==> src/rtl/ram_bist_pkg.sv <==
// Shared types and the data-pattern generator for the single-port RAM BIST controller.
package ram_bist_pkg;

    typedef enum logic [2:0] {
        IDLE  = 3'd0,
        WRITE = 3'd1,
        READ  = 3'd2,
        DRAIN = 3'd3,
        DONE  = 3'd4
    } state_t;

    typedef enum logic [1:0] {
        MODE_INC = 2'd0,
        MODE_INV = 2'd1,
        MODE_CHK = 2'd2,
        MODE_ROT = 2'd3
    } mode_t;

    // Computed on 64 bits and masked to the requested width, so callers of any DATA_W up to 64 share it.
    function automatic logic [63:0] bist_pattern(input mode_t mode, input logic [63:0] seed,
                                                 input logic [63:0] addr, input int unsigned width);
        logic [63:0] mask;
        logic [63:0] sum;
        logic [63:0] sh;
        logic [63:0] res;
        mask = (width >= 32'd64) ? {64{1'b1}} : ((64'd1 << width) - 64'd1);
        sum  = seed + addr;
        sh   = addr % 64'(width);
        case (mode)
            MODE_INC: res = sum;
            MODE_INV: res = ~sum;
            MODE_CHK: res = addr[0] ? ~seed : seed;
            MODE_ROT: res = (seed << sh) | (seed >> (64'(width) - sh));
            default:  res = seed;
        endcase
        return res & mask;
    endfunction

endpackage

==> src/rtl/ram_bist_dly.sv <==
// RD_LAT-deep shift register pairing each issued read with its address and expected data.
module ram_bist_dly
    import ram_bist_pkg::*;
#(
    parameter int ADDR_W = 5,
    parameter int DATA_W = 8,
    parameter int RD_LAT = 1
) (
    input  logic              sys_clk,
    input  logic              sys_rst,
    input  logic              push_vld,
    input  logic [ADDR_W-1:0] push_addr,
    input  logic [DATA_W-1:0] push_exp,
    output logic              pop_vld,
    output logic [ADDR_W-1:0] pop_addr,
    output logic [DATA_W-1:0] pop_exp,
    output logic              pend
);

    localparam int ENTRY_W = 1 + ADDR_W + DATA_W;

    logic [ENTRY_W-1:0] stage_r [RD_LAT];

    // Shift one stage per cycle; stage 0 takes the new read, the last stage meets ram_rd_data.
    always_ff @(posedge sys_clk or negedge sys_rst) begin
        if (!sys_rst) begin
            for (int i = 0; i < RD_LAT; i++) begin
                stage_r[i] <= {ENTRY_W{1'b0}};
            end
        end else begin
            stage_r[0] <= {push_vld, push_addr, push_exp};
            for (int i = 1; i < RD_LAT; i++) begin
                stage_r[i] <= stage_r[i-1];
            end
        end
    end

    assign {pop_vld, pop_addr, pop_exp} = stage_r[RD_LAT-1];

    // Reads still in flight behind the output stage.
    always_comb begin
        pend = 1'b0;
        for (int i = 0; i < RD_LAT - 1; i++) begin
            pend = pend | stage_r[i][ENTRY_W-1];
        end
    end

endmodule

==> src/rtl/ram_bist.sv <==
// BIST controller: writes a pattern to every RAM address, reads it back through a latency-matched
// delay line and reports pass/fail, a saturating error count and the first failing address.
module ram_bist
    import ram_bist_pkg::*;
#(
    parameter int DATA_W = 8,
    parameter int ADDR_W = 5,
    parameter int RD_LAT = 1,
    parameter int ERR_W  = 8
) (
    input  logic              sys_clk,
    input  logic              sys_rst,
    input  logic              start,
    input  logic [1:0]        mode,
    input  logic [DATA_W-1:0] seed,
    output logic              busy,
    output logic              done,
    output logic              pass,
    output logic [ERR_W-1:0]  err_cnt,
    output logic [ADDR_W-1:0] first_err_addr,
    output logic              ram_en,
    output logic              ram_we,
    output logic [ADDR_W-1:0] ram_addr,
    output logic [DATA_W-1:0] ram_wr_data,
    input  logic [DATA_W-1:0] ram_rd_data
);

    localparam logic [ADDR_W-1:0] ADDR_ZERO = {ADDR_W{1'b0}};
    localparam logic [ADDR_W-1:0] ADDR_ONE  = ADDR_W'(1);
    localparam logic [ADDR_W-1:0] ADDR_LAST = {ADDR_W{1'b1}};
    localparam logic [DATA_W-1:0] DATA_ZERO = {DATA_W{1'b0}};
    localparam logic [ERR_W-1:0]  ERR_ZERO  = {ERR_W{1'b0}};
    localparam logic [ERR_W-1:0]  ERR_ONE   = ERR_W'(1);
    localparam logic [ERR_W-1:0]  ERR_MAX   = {ERR_W{1'b1}};

    state_t             state_r, state_nxt_s;
    logic [ADDR_W-1:0]  addr_r, addr_nxt_s;
    mode_t              mode_r, mode_nxt_s;
    logic [DATA_W-1:0]  seed_r, seed_nxt_s;
    logic               accept_s;

    logic [DATA_W-1:0]  pat_cur_s, pat_nxt_s;
    logic               wr_nxt_s, rd_nxt_s, drain_nxt_s;

    logic               dly_vld_s, dly_pend_s;
    logic [ADDR_W-1:0]  dly_addr_s;
    logic [DATA_W-1:0]  dly_exp_s;
    logic               miss_s;

    logic [ERR_W-1:0]   err_cnt_r, err_cnt_nxt_s;
    logic [ADDR_W-1:0]  first_err_r, first_err_nxt_s;
    logic               pass_r, pass_nxt_s;
    logic               busy_r, done_r;
    logic               ram_en_r, ram_we_r;
    logic [ADDR_W-1:0]  ram_addr_r;
    logic [DATA_W-1:0]  ram_wr_data_r;

    // Expected data for the address being issued now and for the one issued next cycle.
    assign pat_cur_s = DATA_W'(bist_pattern(mode_r, 64'(seed_r), 64'(addr_r), DATA_W));
    assign pat_nxt_s = DATA_W'(bist_pattern(mode_nxt_s, 64'(seed_nxt_s), 64'(addr_nxt_s), DATA_W));

    // FSM and test-context registers.
    always_ff @(posedge sys_clk or negedge sys_rst) begin
        if (!sys_rst) begin
            state_r <= IDLE;
            addr_r  <= ADDR_ZERO;
            mode_r  <= MODE_INC;
            seed_r  <= DATA_ZERO;
        end else begin
            state_r <= state_nxt_s;
            addr_r  <= addr_nxt_s;
            mode_r  <= mode_nxt_s;
            seed_r  <= seed_nxt_s;
        end
    end

    // Next-state, address sweep and start acceptance.
    always_comb begin
        state_nxt_s = state_r;
        addr_nxt_s  = addr_r;
        mode_nxt_s  = mode_r;
        seed_nxt_s  = seed_r;
        accept_s    = 1'b0;
        case (state_r)
            IDLE: begin
                if (start) begin
                    accept_s    = 1'b1;
                    mode_nxt_s  = mode_t'(mode);
                    seed_nxt_s  = seed;
                    addr_nxt_s  = ADDR_ZERO;
                    state_nxt_s = WRITE;
                end else begin
                    state_nxt_s = IDLE;
                end
            end
            WRITE: begin
                if (addr_r == ADDR_LAST) begin
                    state_nxt_s = READ;
                    addr_nxt_s  = ADDR_ZERO;
                end else begin
                    addr_nxt_s  = addr_r + ADDR_ONE;
                end
            end
            READ: begin
                if (addr_r == ADDR_LAST) begin
                    state_nxt_s = DRAIN;
                    addr_nxt_s  = ADDR_ZERO;
                end else begin
                    addr_nxt_s  = addr_r + ADDR_ONE;
                end
            end
            DRAIN: begin
                if (!dly_pend_s) begin
                    state_nxt_s = DONE;
                end else begin
                    state_nxt_s = DRAIN;
                end
            end
            DONE:    state_nxt_s = IDLE;
            default: state_nxt_s = IDLE;
        endcase
    end

    ram_bist_dly #(
        .ADDR_W (ADDR_W),
        .DATA_W (DATA_W),
        .RD_LAT (RD_LAT)
    ) u_dly (
        .sys_clk   (sys_clk),
        .sys_rst   (sys_rst),
        .push_vld  (state_r == READ),
        .push_addr (addr_r),
        .push_exp  (pat_cur_s),
        .pop_vld   (dly_vld_s),
        .pop_addr  (dly_addr_s),
        .pop_exp   (dly_exp_s),
        .pend      (dly_pend_s)
    );

    // Result bookkeeping; pass is resolved with the count that includes the final compare.
    always_comb begin
        miss_s          = dly_vld_s && (ram_rd_data != dly_exp_s);
        err_cnt_nxt_s   = err_cnt_r;
        first_err_nxt_s = first_err_r;
        pass_nxt_s      = pass_r;
        if (accept_s) begin
            err_cnt_nxt_s   = ERR_ZERO;
            first_err_nxt_s = ADDR_ZERO;
            pass_nxt_s      = 1'b0;
        end else begin
            if (miss_s && (err_cnt_r != ERR_MAX)) begin
                err_cnt_nxt_s = err_cnt_r + ERR_ONE;
            end else begin
                err_cnt_nxt_s = err_cnt_r;
            end
            if (miss_s && (err_cnt_r == ERR_ZERO)) begin
                first_err_nxt_s = dly_addr_s;
            end else begin
                first_err_nxt_s = first_err_r;
            end
            if (state_nxt_s == DONE) begin
                pass_nxt_s = (err_cnt_nxt_s == ERR_ZERO);
            end else begin
                pass_nxt_s = pass_r;
            end
        end
    end

    assign wr_nxt_s    = (state_nxt_s == WRITE);
    assign rd_nxt_s    = (state_nxt_s == READ);
    assign drain_nxt_s = (state_nxt_s == DRAIN);

    // Output registers, loaded from next-state values so they line up with the state register.
    always_ff @(posedge sys_clk or negedge sys_rst) begin
        if (!sys_rst) begin
            busy_r        <= 1'b0;
            done_r        <= 1'b0;
            pass_r        <= 1'b0;
            err_cnt_r     <= ERR_ZERO;
            first_err_r   <= ADDR_ZERO;
            ram_en_r      <= 1'b0;
            ram_we_r      <= 1'b0;
            ram_addr_r    <= ADDR_ZERO;
            ram_wr_data_r <= DATA_ZERO;
        end else begin
            busy_r        <= wr_nxt_s || rd_nxt_s || drain_nxt_s;
            done_r        <= (state_nxt_s == DONE);
            pass_r        <= pass_nxt_s;
            err_cnt_r     <= err_cnt_nxt_s;
            first_err_r   <= first_err_nxt_s;
            ram_en_r      <= wr_nxt_s || rd_nxt_s;
            ram_we_r      <= wr_nxt_s;
            ram_addr_r    <= (wr_nxt_s || rd_nxt_s) ? addr_nxt_s : ADDR_ZERO;
            ram_wr_data_r <= wr_nxt_s ? pat_nxt_s : DATA_ZERO;
        end
    end

    assign busy           = busy_r;
    assign done           = done_r;
    assign pass           = pass_r;
    assign err_cnt        = err_cnt_r;
    assign first_err_addr = first_err_r;
    assign ram_en         = ram_en_r;
    assign ram_we         = ram_we_r;
    assign ram_addr       = ram_addr_r;
    assign ram_wr_data    = ram_wr_data_r;

endmodule

==> config.mk <==
export PLATFORM = sky130hd
export DESIGN_NAME = ram_bist
export DESIGN_NICKNAME = d
export VERILOG_FILES = /design/src/rtl/ram_bist_pkg.sv /design/src/rtl/ram_bist_dly.sv /design/src/rtl/ram_bist.sv
export SDC_FILE = /design/constraint.sdc
export NUM_CORES = 1
export LEC_CHECK = 0
export ABC_AREA = 1
export BUFFER_PORTS_ARGS = -buffer_cell sky130_fd_sc_hd__buf_4
export CAP_MARGIN = 20
export CELL_PAD_IN_SITES_DETAIL_PLACEMENT = 1
export CELL_PAD_IN_SITES_GLOBAL_PLACEMENT = 1
export CORE_ASPECT_RATIO = 0.9
export CORE_MARGIN = 5
export CORE_UTILIZATION = 33
export DETAILED_ROUTE_END_ITERATION = 10
export PLACE_DENSITY = 0.65
export SLEW_MARGIN = 20
export SYNTH_ARGS = -nofsm -noshare
export SYNTH_HDL_FRONTEND = slang
export SYNTH_SLANG_ARGS = --single-unit
==> constraint.sdc <==
create_clock -name sys_clk -period 3.8 [get_ports sys_clk]
set_clock_uncertainty 0.05 [all_clocks]
set_input_delay 0.57 -clock sys_clk [delete_from_list [all_inputs] [get_ports sys_clk]]
set_output_delay 0.57 -clock sys_clk [all_outputs]
set_load 0.05 [all_outputs]
**After elaboration in Yosys (flattened, before gate mapping)**

Index checks and enable logic that the tools add are counted.

- Register bits: 63
- RAM bits: 0
- ROM bits: 0
- Output and inout port bits: 31
- Memories: 0
- Logic and storage cells: 85
- Bits in latches: 0
- Input bits: 21

- Equality and inequality tests: 16
- Div/mod/pow operators: 0
- $mul: 0
- Bitwise operators: 6
- $add $sub $neg: 6
- Magnitude comparators: 0
- Reductions and logical operators: 13
- Multiplexer cells: 26
- Shift-type cells: 4

Operators by type and width:

| cell | number |
|---|---|
| $shr 8x64->8 | 2 |
| $mux 8 | 8 |
| $pmux 8 s4 | 2 |
| $not 8->8 | 4 |
| $mux 5 | 5 |
| $add 8x5->8 | 2 |
| $logic_not 8->1 | 2 |
| $or 8x8->8 | 2 |
| $shl 8x3->8 | 2 |
| $eq 3x2->1 const B | 4 |
| $pmux 3 s4 | 1 |
| $pmux 5 s2 | 1 |
| $sub 4x3->5 const A | 2 |
| $add 8x1->8 const B | 1 |
| $eq 2x2->1 const B | 4 |
| $ne 8x8->1 | 1 |
| $ne 8x8->1 const B | 1 |
| $eq 3x1->1 const B | 2 |
| $mux 3 | 2 |
| $add 5x1->5 const B | 1 |
| $eq 5x5->1 const B | 1 |
| $mux 1 | 5 |
| $eq 2x1->1 const B | 2 |
| $logic_not 2->1 | 2 |
| other kinds (7) | 12 |

**Logic depth before layout (Yosys ltp)**

Gate-level depths: netlist (run 1).

- Depth after elaboration: 8
- Mapped depth: 20
- Depth with buffers taken out: 20

**Modules after synthesis**

A second synthesis (run 1) with hierarchy kept.

- Cells, all modules: 640
- Area total of the unflattened synthesis: 4,659.5 sq um

Modules (own cells, without submodules):

| module | instances | cells an instance | area each (sq um) |
|---|---|---|---|
| ram_bist | 1 | 624 | 4,297.9 |
| ram_bist_dly | 1 | 16 | 361.6 |

**Least setup slack after synthesis (run 1)**

OpenSTA, ideal clock, no wires.

- Path type: reg2reg
- Start point: register addr_r[1]
- End point: register ram_wr_data_r[6], in the netlist ram_wr_data[6]
- Arrival time: 2.618 ns
- Slack: 1.010 ns
- Clock period less this slack: 2.790 ns
- Setup time: 0.122 ns
- Buffers on the path: 1
- Cell stages (with the launch flop): 18
- Path through: dfrtp_1 > ha_1 > nand2_1 > nor2_1 > ha_1 > nor2_1 > nand2_4 > nand2_2 > buf_6 > ha_1 > fa_1 > nand3_1 > a21oi_1 > o21ai_0 > xor2_1 > o21ai_0 > inv_1 > a21oi_2

- Cells in the longest elaborated chain, start to end: 8
- Elaborated cells between the ends (all ways): 18
- Those cells by class: 3 x add/sub; 2 x eq/ne; 2 x shift; 9 x mux; 2 x bitwise

Ends and longest elaborated chain:

| item | line | source |
|---|---|---|
| start, declared | ram_bist.sv:37 | `logic [ADDR_W-1:0] addr_r, addr_nxt_s;` |
| start signal, assigned | ram_bist.sv:71 | `addr_r <= addr_nxt_s;` |
| $eq 5x5->1 (*) | ram_bist.sv:97, ram_bist.sv:105 |  |
| $mux 5 (*) | ram_bist.sv:97, ram_bist.sv:105 |  |
| $pmux 5 s2 (*) | ram_bist.sv:84 | `case (state_r)` |
| named net addr_nxt_s[0] | ram_bist.sv:37 |  |
| $sub 4x3->5 | ram_bist_pkg.sv:33 | `MODE_ROT: res = (seed << sh) \| (seed >> (64'(width) - sh));` |
| $shr 8x64->8 | ram_bist_pkg.sv:33 |  |
| $or 8x8->8 | ram_bist_pkg.sv:33 |  |
| $pmux 8 s4 (*) | ram_bist_pkg.sv:29 | `case (mode)` |
| $mux 8 (*) | ram_bist.sv:194 | `ram_wr_data_r <= wr_nxt_s ? pat_nxt_s : DATA_ZERO;` |
| end signal, assigned | ram_bist.sv:194 |  |
| end, declared | ram_bist.sv:56 | `logic [DATA_W-1:0] ram_wr_data_r;` |

The timed path passes the listed nets; every way through them passes the cells marked *.
A chain may end at the register's enable or synchronous reset.

**Final worst setup path (run 1)**

- Start point: register addr_r[0]
- End point: register ram_wr_data_r[6], in the netlist ram_wr_data[6]

- Cells in the longest elaborated chain, start to end: 8
- Elaborated cells between the ends (all ways): 18
- Those cells by class: 3 x add/sub; 2 x eq/ne; 2 x shift; 9 x mux; 2 x bitwise

Ends and longest elaborated chain:

| item | line |
|---|---|
| $add 5x1->5 or $eq 5x5->1 (tied branches) | n/a |
| $mux 5 | ram_bist.sv:97, ram_bist.sv:105 |
| $pmux 5 s2 | ram_bist.sv:84 |
| $sub 4x3->5 | ram_bist_pkg.sv:33 |
| $shr 8x64->8 | ram_bist_pkg.sv:33 |
| $or 8x8->8 | ram_bist_pkg.sv:33 |
| $pmux 8 s4 | ram_bist_pkg.sv:29 |
| $mux 8 (*) | ram_bist.sv:194 |

Mark *: on every way between the ends. The rest lies on a longest branch, timed or not.

==> results.cfg, run 1 <==
[outcome]
status = finished, final reports clean

[clock_tree]
cts_tree = built
cts_resized = 0
clock_sinks = 63
cts_max_level = 3
insertion_delay_ns = 0.34
cts-hold-fix-buffers = 0
cts_buffers = 9
cts_buffer_depth = 2
cts_setup_buffers = 0
root_buffer = clkbuf_16
clk_pin_slew_ns = 0.06

[drt]
drtIter0Drc = 216
first_pass_iters = 4
drtAntennaViolNets = 0
totalWireLength_um = 15300
drc = 0
via_count = 4503
wire_per_inst_um = 17.0
viasPerCell = 4.99

[synthesis]
post-synth-top-area-cell = dfrtp_1
synth.top_cell.area_share_pct = 33.8
yosysWarningCount = 0
syn-cell-area_sq_um = 4670
yosys-top-cells-area = dfrtp_1 34%, nand2_1 14%, nand3_1 7.3%
synth-seq-cells = 63
syn_avg_cell_area_sq_um = 7.21
yosysSeqAreaShare_pct = 33.8
syn-num-nets = 690
ys_types = 46
synthCells = 647

[floorplanning]
die_x_um = 135
die_h_um = 123
rows = 41
io_pins = 52
design.die.area_sq_um = 16600
core_sq_um = 14000
start_util_pct = 33.4

[finish]
drive_above_1_share_pct = 16.5
fillerInstances = 1765
multi_input_area_sq_um = 2710
utilization_pct = 40.3
layout_common_cells = 180 x nand2_1, 74 x inv_1, 68 x nand3_1, 63 x dfrtp_1, 57 x buf_4
final_common_cell = nand2_1
area_growth_pct = 20.3
seq_area_sq_um = 1580
num_antenna_cells = 0
fin_nets = 747

[sta]
grt_setup_unrepaired = no
setup-violations-final = 0
slew_headroom_pct = 44.9
fmax_ghz = 0.302
post-route-period-util_pct = 87.1
hold_violations = 0
slew_violations = 0
finalCriticalPeriod_ns = 3.31
worstMarginPinSlew_ns = 0.827
finalSetupTns_ns = 0

[global_routing]
grt_max_degree = 64
gr-total-overflow = 0
gr-usage-all-layers_pct = 19.7
grt_pass1_vias = 4827
grt_first_pass_wirelength_um = 25400
antenna_found_initial = 0

[worst_setup_path]
path_buf_inv = 2
crit_required_ns = 3.97
crit_fanout = 12
cp_common_cell = ha_1
cp_top_family = adder cells
crit_chain = buf_4, ha_1, nand2_1, nor2_1, ha_1, nor2_1, nand2_4, nand2_2, ha_1, fa_1, nand3_1, a21oi_1, o21ai_0, xor2_1, o21ai_0, inv_1, a21oi_2
startpoint_type = register
crit_type = register to register
cp_slowest_cell = fa_1
slowest_delay_ns = 0.42
worstPathArrival_ns = 3.48
crit_path_end_kind = register

[power]
cellPowerDensity_nw_per_um2 = 299
p_leak_nw = 2.88
peakVddDrop_mv = 0.208

[run]
max_cap_violations = 0

[place]
gp_congestion = 0.925
hpwlAfterDp_um = 12100
io_buffer_count = 51

[hold_path]
hold_class = primary input to async pin
## final timing paths
check                            startpoint           endpoint  slack, ns  cells past startpoint
setup / recovery                  addr_r[0]     ram_wr_data[6]       0.49                     17
hold / removal                      sys_rst         err_cnt[6]       0.27                      1
setup reg to reg                  addr_r[0]     ram_wr_data[6]       0.49                     17
hold reg to reg            u_dly.stage_r[8]  first_err_addr[0]       0.42                      2
max in group asynchronous           sys_rst          mode_r[0]       2.87                      1
min in group sys_clk       u_dly.stage_r[8]  first_err_addr[0]       0.42                      2
## per-stage QoR
stage,cell area [sq um],cells,hold WS [ns],power (mW),setup slack (ns)
5_1_grt,5620,902,0.368,1.74,0.147
6_report,5620,902,0.272,1.68,0.490
3_3_place_gp,5270,886,0.409,0.721,0.633
4_1_cts,5620,902,0.313,1.71,0.484
3_5_place_dp,5270,886,0.411,0.722,0.509
2_1_floorplan,4670,647,0.224,0.690,1.01
## synthesized netlist by cell type, drive strengths merged
cell type and n:
o211ai 7, a31oi 5, a32o 1, fa 2, xor2 13, xnor2 11
dfrtp 63, clkinv 1, o2111ai 4, and2 1, nor3 4, o21ai 32
or2 6, nand3 72, ha 20, nor4 2, a32oi 1, a22oi 1
nand2 201, o22ai 4, nand4 16, nand3b 4, a21oi 28, o221ai 1
a22o 1, clkbuf 5, inv 82, nor2 53, buf 6
## area by class of cell
| cell class | instances | share of cell area [%] |
|---|---|---|
| multi-input cells | 490 | 48.3 |
| clock inverters | 5 | 1.85 |
| flip-flops and latches | 63 | 28.1 |
| repair buffers | 57 | 7.62 |
| inverters | 83 | 5.59 |
| well taps | 193 | 4.30 |
| clock buffers | 11 | 4.32 |
## power breakdown
group / switching (mW) / internal, mW / total, mW
Sequential: 0 / 0.671 / 0.671
Clock: 0.309 / 0.660 / 0.969
Combinational: 0.0202 / 0.0170 / 0.0372
## layer usage
layer	up-vias	GRT usage (%)	routed length [um]
met3	25	4.10	509
li1	2232	-	-
met5	-	0	0
met2	78	32.9	7390
met4	0	5.79	320
met1	2168	25.7	7090
## state kept, by name, indices dropped and copies added, names as in the netlist, 2 cells and up
name / count
u_dly.stage_r: 14
err_cnt: 8
ram_wr_data: 8
seed_r: 8
addr_r: 5
first_err_addr: 5
ram_addr: 5
state_r: 3
mode_r: 2
## logic make-up (layout without fill, tap and decap cells)
logic type                 Yosys count  in the layout  synth area share, %
and+or+nand+nor                    359            359                 36.3
buffers and inverters               94            156                 8.15
xor gates and xnor gates            24             24                 4.50
adders and majority gates           22             22                 6.22
DFF                                 63             63                 33.8
AOI/OAI and AO/OA                   85             85                 11.0
(Power assumes the default switching activity.)
==> inputs of run 2 (changes only) <==
--- a/config.mk
+++ b/config.mk
@@ -14,7 +14,7 @@
 export CORE_MARGIN = 5
 export CORE_UTILIZATION = 33
 export DETAILED_ROUTE_END_ITERATION = 10
-export PLACE_DENSITY = 0.65
+export PLACE_DENSITY_LB_ADDON = 0.05
 export SLEW_MARGIN = 20
 export SYNTH_ARGS = -nofsm -noshare
 export SYNTH_HDL_FRONTEND = slang
==> run 2 against run 1 <==
Sequential power about the same. Hold slack got worse by 0.0079 ns. Wire length is 2.0% higher. Critical path depth down 1. Register-to-register slack better by 0.16 ns. Clock-buffer cell count is the same. Sequential share of layout area is 0.27 points higher. Global-route usage is 0.26 points higher. Sequential cell count stayed put. Total power shrank 7.9%. Worst setup slack better by 0.16 ns. Critical endpoint unchanged.
==> results.cfg, run 2 (synthesis gave the netlist of run 1 again) <==
[outcome]
status = finished, final reports clean

[drt]
totalWireLength_um = 15600
drc = 0
drtAntennaViolNets = 0
wire_per_inst_um = 17.3
drtIter0Drc = 279
first_pass_iters = 4
via_count = 4586
viasPerCell = 5.09

[worst_setup_path]
crit_path_end_kind = register
crit_required_ns = 4.03
worstPathArrival_ns = 3.38
crit_fanout = 12
crit_start = addr_r[0]
crit_type = register to register
r2r-start = addr_r[0]
crit_end = ram_wr_data[6]
startpoint_type = register
reg2reg_slack_ns = 0.65
r2r-end = ram_wr_data[6]
r2r_cells = 16

[sta]
grt_setup_unrepaired = no
hold_violations = 0
fmax_ghz = 0.317
setup-violations-final = 0
finalSetupTns_ns = 0
post-route-period-util_pct = 82.9
worstMarginPinSlew_ns = 0.831
slew_headroom_pct = 44.6
slew_violations = 0
finalCriticalPeriod_ns = 3.15

[finish]
drive_above_1_share_pct = 16.4
fin_nets = 746
num_antenna_cells = 0
layout_common_cells = 180 x nand2_1, 74 x inv_1, 68 x nand3_1, 63 x dfrtp_1, 56 x buf_4
area_growth_pct = 19.2
final_common_cell = nand2_1
largest_register_ffs = 14
top_register = u_dly.stage_r

[place]
gp_congestion = 0.910
hpwlAfterDp_um = 12400
io_buffer_count = 51

[clock_tree]
insertion_delay_ns = 0.34
cts_resized = 0
cts_setup_buffers = 0
cts_tree = built
cts_buffers = 9
cts_max_level = 3
clk_pin_slew_ns = 0.06
cts-hold-fix-buffers = 0
root_buffer = clkbuf_16
cts_buffer_depth = 2
clock_sinks = 63

[power]
cellPowerDensity_nw_per_um2 = 278
p_leak_nw = 2.85
peakVddDrop_mv = 0.176
total_power_mw = 1.55

[floorplanning]
die_x_um = 135
start_util_pct = 33.4
design.die.area_sq_um = 16600
rows = 41
core_sq_um = 14000
die_h_um = 123
io_pins = 52

[global_routing]
gr-total-overflow = 0
antenna_found_initial = 0
gr-usage-all-layers_pct = 19.9
grt_max_degree = 64
grt_pass1_vias = 4836
grt_first_pass_wirelength_um = 25800

[run]
max_cap_violations = 0

[hold_path]
hold_class = primary input to async pin
## run 2: cell type report
| type | count | area (sq um) |
|---|---|---|
| clock buffers | 11 | 243 |
| inverters | 83 | 314 |
| flip-flops and latches | 63 | 1580 |
| well taps | 193 | 241 |
| repair buffers | 56 | 420 |
| multi-input cells | 490 | 2710 |
| fillers | 1786 | 8390 |
| clock inverters | 5 | 57.6 |
## run 2: worst max-delay path, cell delays in order (launching register included)
cell     delay (ns)
dfrtp_1        0.35
ha_1           0.17
nand2_1        0.07
nor2_1         0.10
ha_1           0.29
nor2_1         0.11
nand2_4        0.13
nand2_2        0.20
ha_1           0.31
fa_1           0.41
nand3_1        0.11
a21oi_1        0.08
o21ai_0        0.23
xor2_1         0.12
o21ai_0        0.18
inv_1          0.07
a21oi_2        0.12
## run 2: worst min-delay path by stage
| stage | cells after the start | startpoint | slack, ns | endpoint |
|---|---|---|---|---|
| finish | 1 | sys_rst | 0.26 | ram_addr[2] |
| global route | 1 | sys_rst | 0.36 | ram_addr[4] |
| CTS | 1 | sys_rst | 0.32 | ram_addr[2] |
| detailed placement | 2 | u_dly.stage_r[8] | 0.42 | first_err_addr[0] |
| global placement | 0 | addr_r[3] | 0.41 | u_dly.stage_r[11] |
| floorplan | 0 | sys_rst | 0.22 | addr_r[0] |
## run 2: per-layer routing
layer	GRT usage, %	up-vias	share of wire [%]
li1	-	2233	-
met1	25.4	2215	45
met2	33.2	105	47
met3	3.65	33	4.1
met4	8.50	0	3.4
met5	0	-	0
## run 2: power by group
group	switching (mW)	internal, mW	leakage [nW]
Sequential	0	0.671	0.754
Clock	0.313	0.524	0.138
Combinational	0.0201	0.0170	1.95
## run 2: per-stage QoR
step | util, % | worst slack (ns) | cells | hold WS, ns | instance area (sq um)
after floorplan | - | 1.01 | 647 | 0.224 | 4670
after global placement | 37.7 | 0.770 | 885 | 0.413 | 5260
after detailed placement | 37.7 | 0.678 | 885 | 0.421 | 5260
after CTS | 39.9 | 0.659 | 901 | 0.323 | 5560
after global routing | 39.9 | 0.384 | 901 | 0.356 | 5560
final | 39.9 | 0.650 | 901 | 0.264 | 5560
==> inputs of run 3 (changes only) <==
==> constraint.sdc (replaced) <==
create_clock -name sys_clk -period 2.8 [get_ports sys_clk]
set_clock_uncertainty 0.05 [all_clocks]
set_input_delay 0.42 -clock sys_clk [delete_from_list [all_inputs] [get_ports sys_clk]]
set_output_delay 0.42 -clock sys_clk [all_outputs]
set_load 0.05 [all_outputs]
==> run 3 against run 2 <==
Combinational power grew 38%. Register-to-register slack got worse by 0.62 ns. Die area unchanged. Hold slack lost 0.15 ns. Critical path type unchanged. Largest cell class unchanged.
==> results.cfg, run 3 (synthesis gave the netlist of run 1 again) <==
[outcome]
status = finished, final reports clean

[drt]
drtIter0Drc = 249
totalWireLength_um = 16800
via_count = 4776
drtAntennaViolNets = 0
wire_per_inst_um = 17.9
viasPerCell = 5.07
drc = 0
first_pass_iters = 4

[sta]
finalSetupTns_ns = 0
post-route-period-util_pct = 98.8
worstMarginPinSlew_ns = 0.825
fmax_ghz = 0.361
setup-violations-final = 0
slew_violations = 0
hold_violations = 0
finalCriticalPeriod_ns = 2.77
slew_headroom_pct = 45.0

[worst_setup_path]
crit_path_end_kind = register
crit_required_ns = 2.98
crit_fanout = 3
startpoint_type = register
crit_type = register to register
worstPathArrival_ns = 2.95

[finish]
fin_nets = 787
multi_input_area_sq_um = 2850
seq_area_sq_um = 1580
fillerInstances = 1760
fin_area_sq_um = 6020
layout_common_cells = 178 x nand2_1, 96 x buf_4, 71 x inv_1, 67 x nand3_1, 63 x dfrtp_1
top_register = u_dly.stage_r
area_growth_pct = 29.0
final_common_cell = nand2_1
largest_register_ffs = 14
num_antenna_cells = 0
drive_above_1_share_pct = 24.2

[power]
p_seq_share_pct = 43.5
internal-power_mw = 1.62
net-switching-power_mw = 0.470
peakVddDrop_mv = 0.269
p_leak_nw = 3.06
clkPwrFrac_pct = 54.0
total_power_mw = 2.09
cellPowerDensity_nw_per_um2 = 347
netSwitchingFraction_pct = 22.5
power_frac_comb_pct = 2.5

[global_routing]
grtUsageMet3_pct = 4.14
gr-total-overflow = 0
met1_usage_pct = 25.9
grtUsageMet2_pct = 35.9
grt_pass1_vias = 5089
grt_max_degree = 64
grt_first_pass_wirelength_um = 26900
gr-usage-all-layers_pct = 20.8
top_usage_layer = met2
antenna_found_initial = 0

[floorplanning]
die_x_um = 135
core_sq_um = 14000
start_util_pct = 33.4
design.die.area_sq_um = 16600
rows = 41
io_pins = 52
die_h_um = 123

[clock_tree]
root_buffer = clkbuf_16
insertion_delay_ns = 0.34
cts_max_level = 3
cts_tree = built
cts_buffer_depth = 2
clock_sinks = 63
cts_buffers = 9
clk_pin_slew_ns = 0.06
cts-hold-fix-buffers = 0

[place]
dpl_cell_area_sq_um = 5520
io_buffer_count = 51
gp_congestion = 0.928
hpwlAfterDp_um = 13200

[run]
max_cap_violations = 0

[hold_path]
hold_class = primary input to async pin
==> run 3: cell types whose count changed in the layout (fill, tap and decap cells not counted), moves of 3 or more <==
cell     delta
buf_4      +40
ha_1        -7
ha_4        +5
inv_1       -3
inv_2       +3
nor2_1      -3
nor2_2      +3
o21ai_0     -3
==> run 3: timing repair <==
item	CTS	global route
pin swaps	0	19
resized for setup	4	27
endpoints found under the hold margin	0	0
setup buffers	0	9
setup endpoints to repair	4	8
==> run 3: layout make-up <==
cell class	instances	area share, %
Multi-Input combinational cell	490	47.4
Sequential cell	63	26.2
Timing Repair Buffer	97	12.3
Inverter	83	5.24
Tap cell	193	4.01
Clock buffer	9	3.74
Clock inverter	7	1.18
==> run 3: routing by layer <==
| metal | part of all wire (%) | routed length (um) |
|---|---|---|
| met3 | 3.3 | 564 |
| met1 | 45 | 7500 |
| met2 | 50 | 8340 |
| met4 | 2.6 | 433 |
| met5 | 0 | 0 |
==> run 3: worst max-delay path, stage by stage, from the launching register on <==
cell	delay, ns
dfrtp_1	0.36
ha_2	0.19
nand2_2	0.07
nor2_2	0.12
ha_2	0.29
a22o_4	0.27
ha_4	0.23
buf_4	0.13
a21oi_1	0.16
o211ai_1	0.20
buf_4	0.20
xor2_2	0.15
o22ai_1	0.17
a21oi_1	0.09
==> run 3: worst paths after layout <==
| check | startpoint | to | slack [ns] | cells past startpoint |
|---|---|---|---|---|
| max | addr_r[0] | ram_wr_data[5] | 0.03 | 13 |
| min | sys_rst | ram_addr[2] | 0.11 | 1 |
| max reg2reg | addr_r[0] | ram_wr_data[5] | 0.03 | 13 |
| min reg2reg | u_dly.stage_r[9] | first_err_addr[1] | 0.42 | 2 |
| max in group asynchronous | sys_rst | mode_r[0] | 2.03 | 1 |
| min in group sys_clk | u_dly.stage_r[9] | first_err_addr[1] | 0.42 | 2 |
==> run 3: metrics by stage <==
stage / util (%) / instances / hold WS [ns] / setup slack (ns)
after global routing: 43.2 / 942 / 0.196 / -0.0744
after global placement: 39.6 / 918 / 0.408 / 0.000721
after CTS: 41.8 / 934 / 0.168 / -0.0236
after floorplan: - / 647 / 0.0744 / 0.0101
after detailed placement: 39.6 / 918 / 0.411 / -0.148
final: 43.2 / 942 / 0.109 / 0.0324
==> run 3: power groups by stage <==
stage	clock network [mW]	registers (mW)	logic [mW]
after floorplan	0	0.927	0.00877
after CTS	1.16	0.911	0.0544
final	1.13	0.911	0.0513
after detailed placement	0	0.927	0.0543
after global routing	1.20	0.910	0.0589
after global placement	0	0.927	0.0529
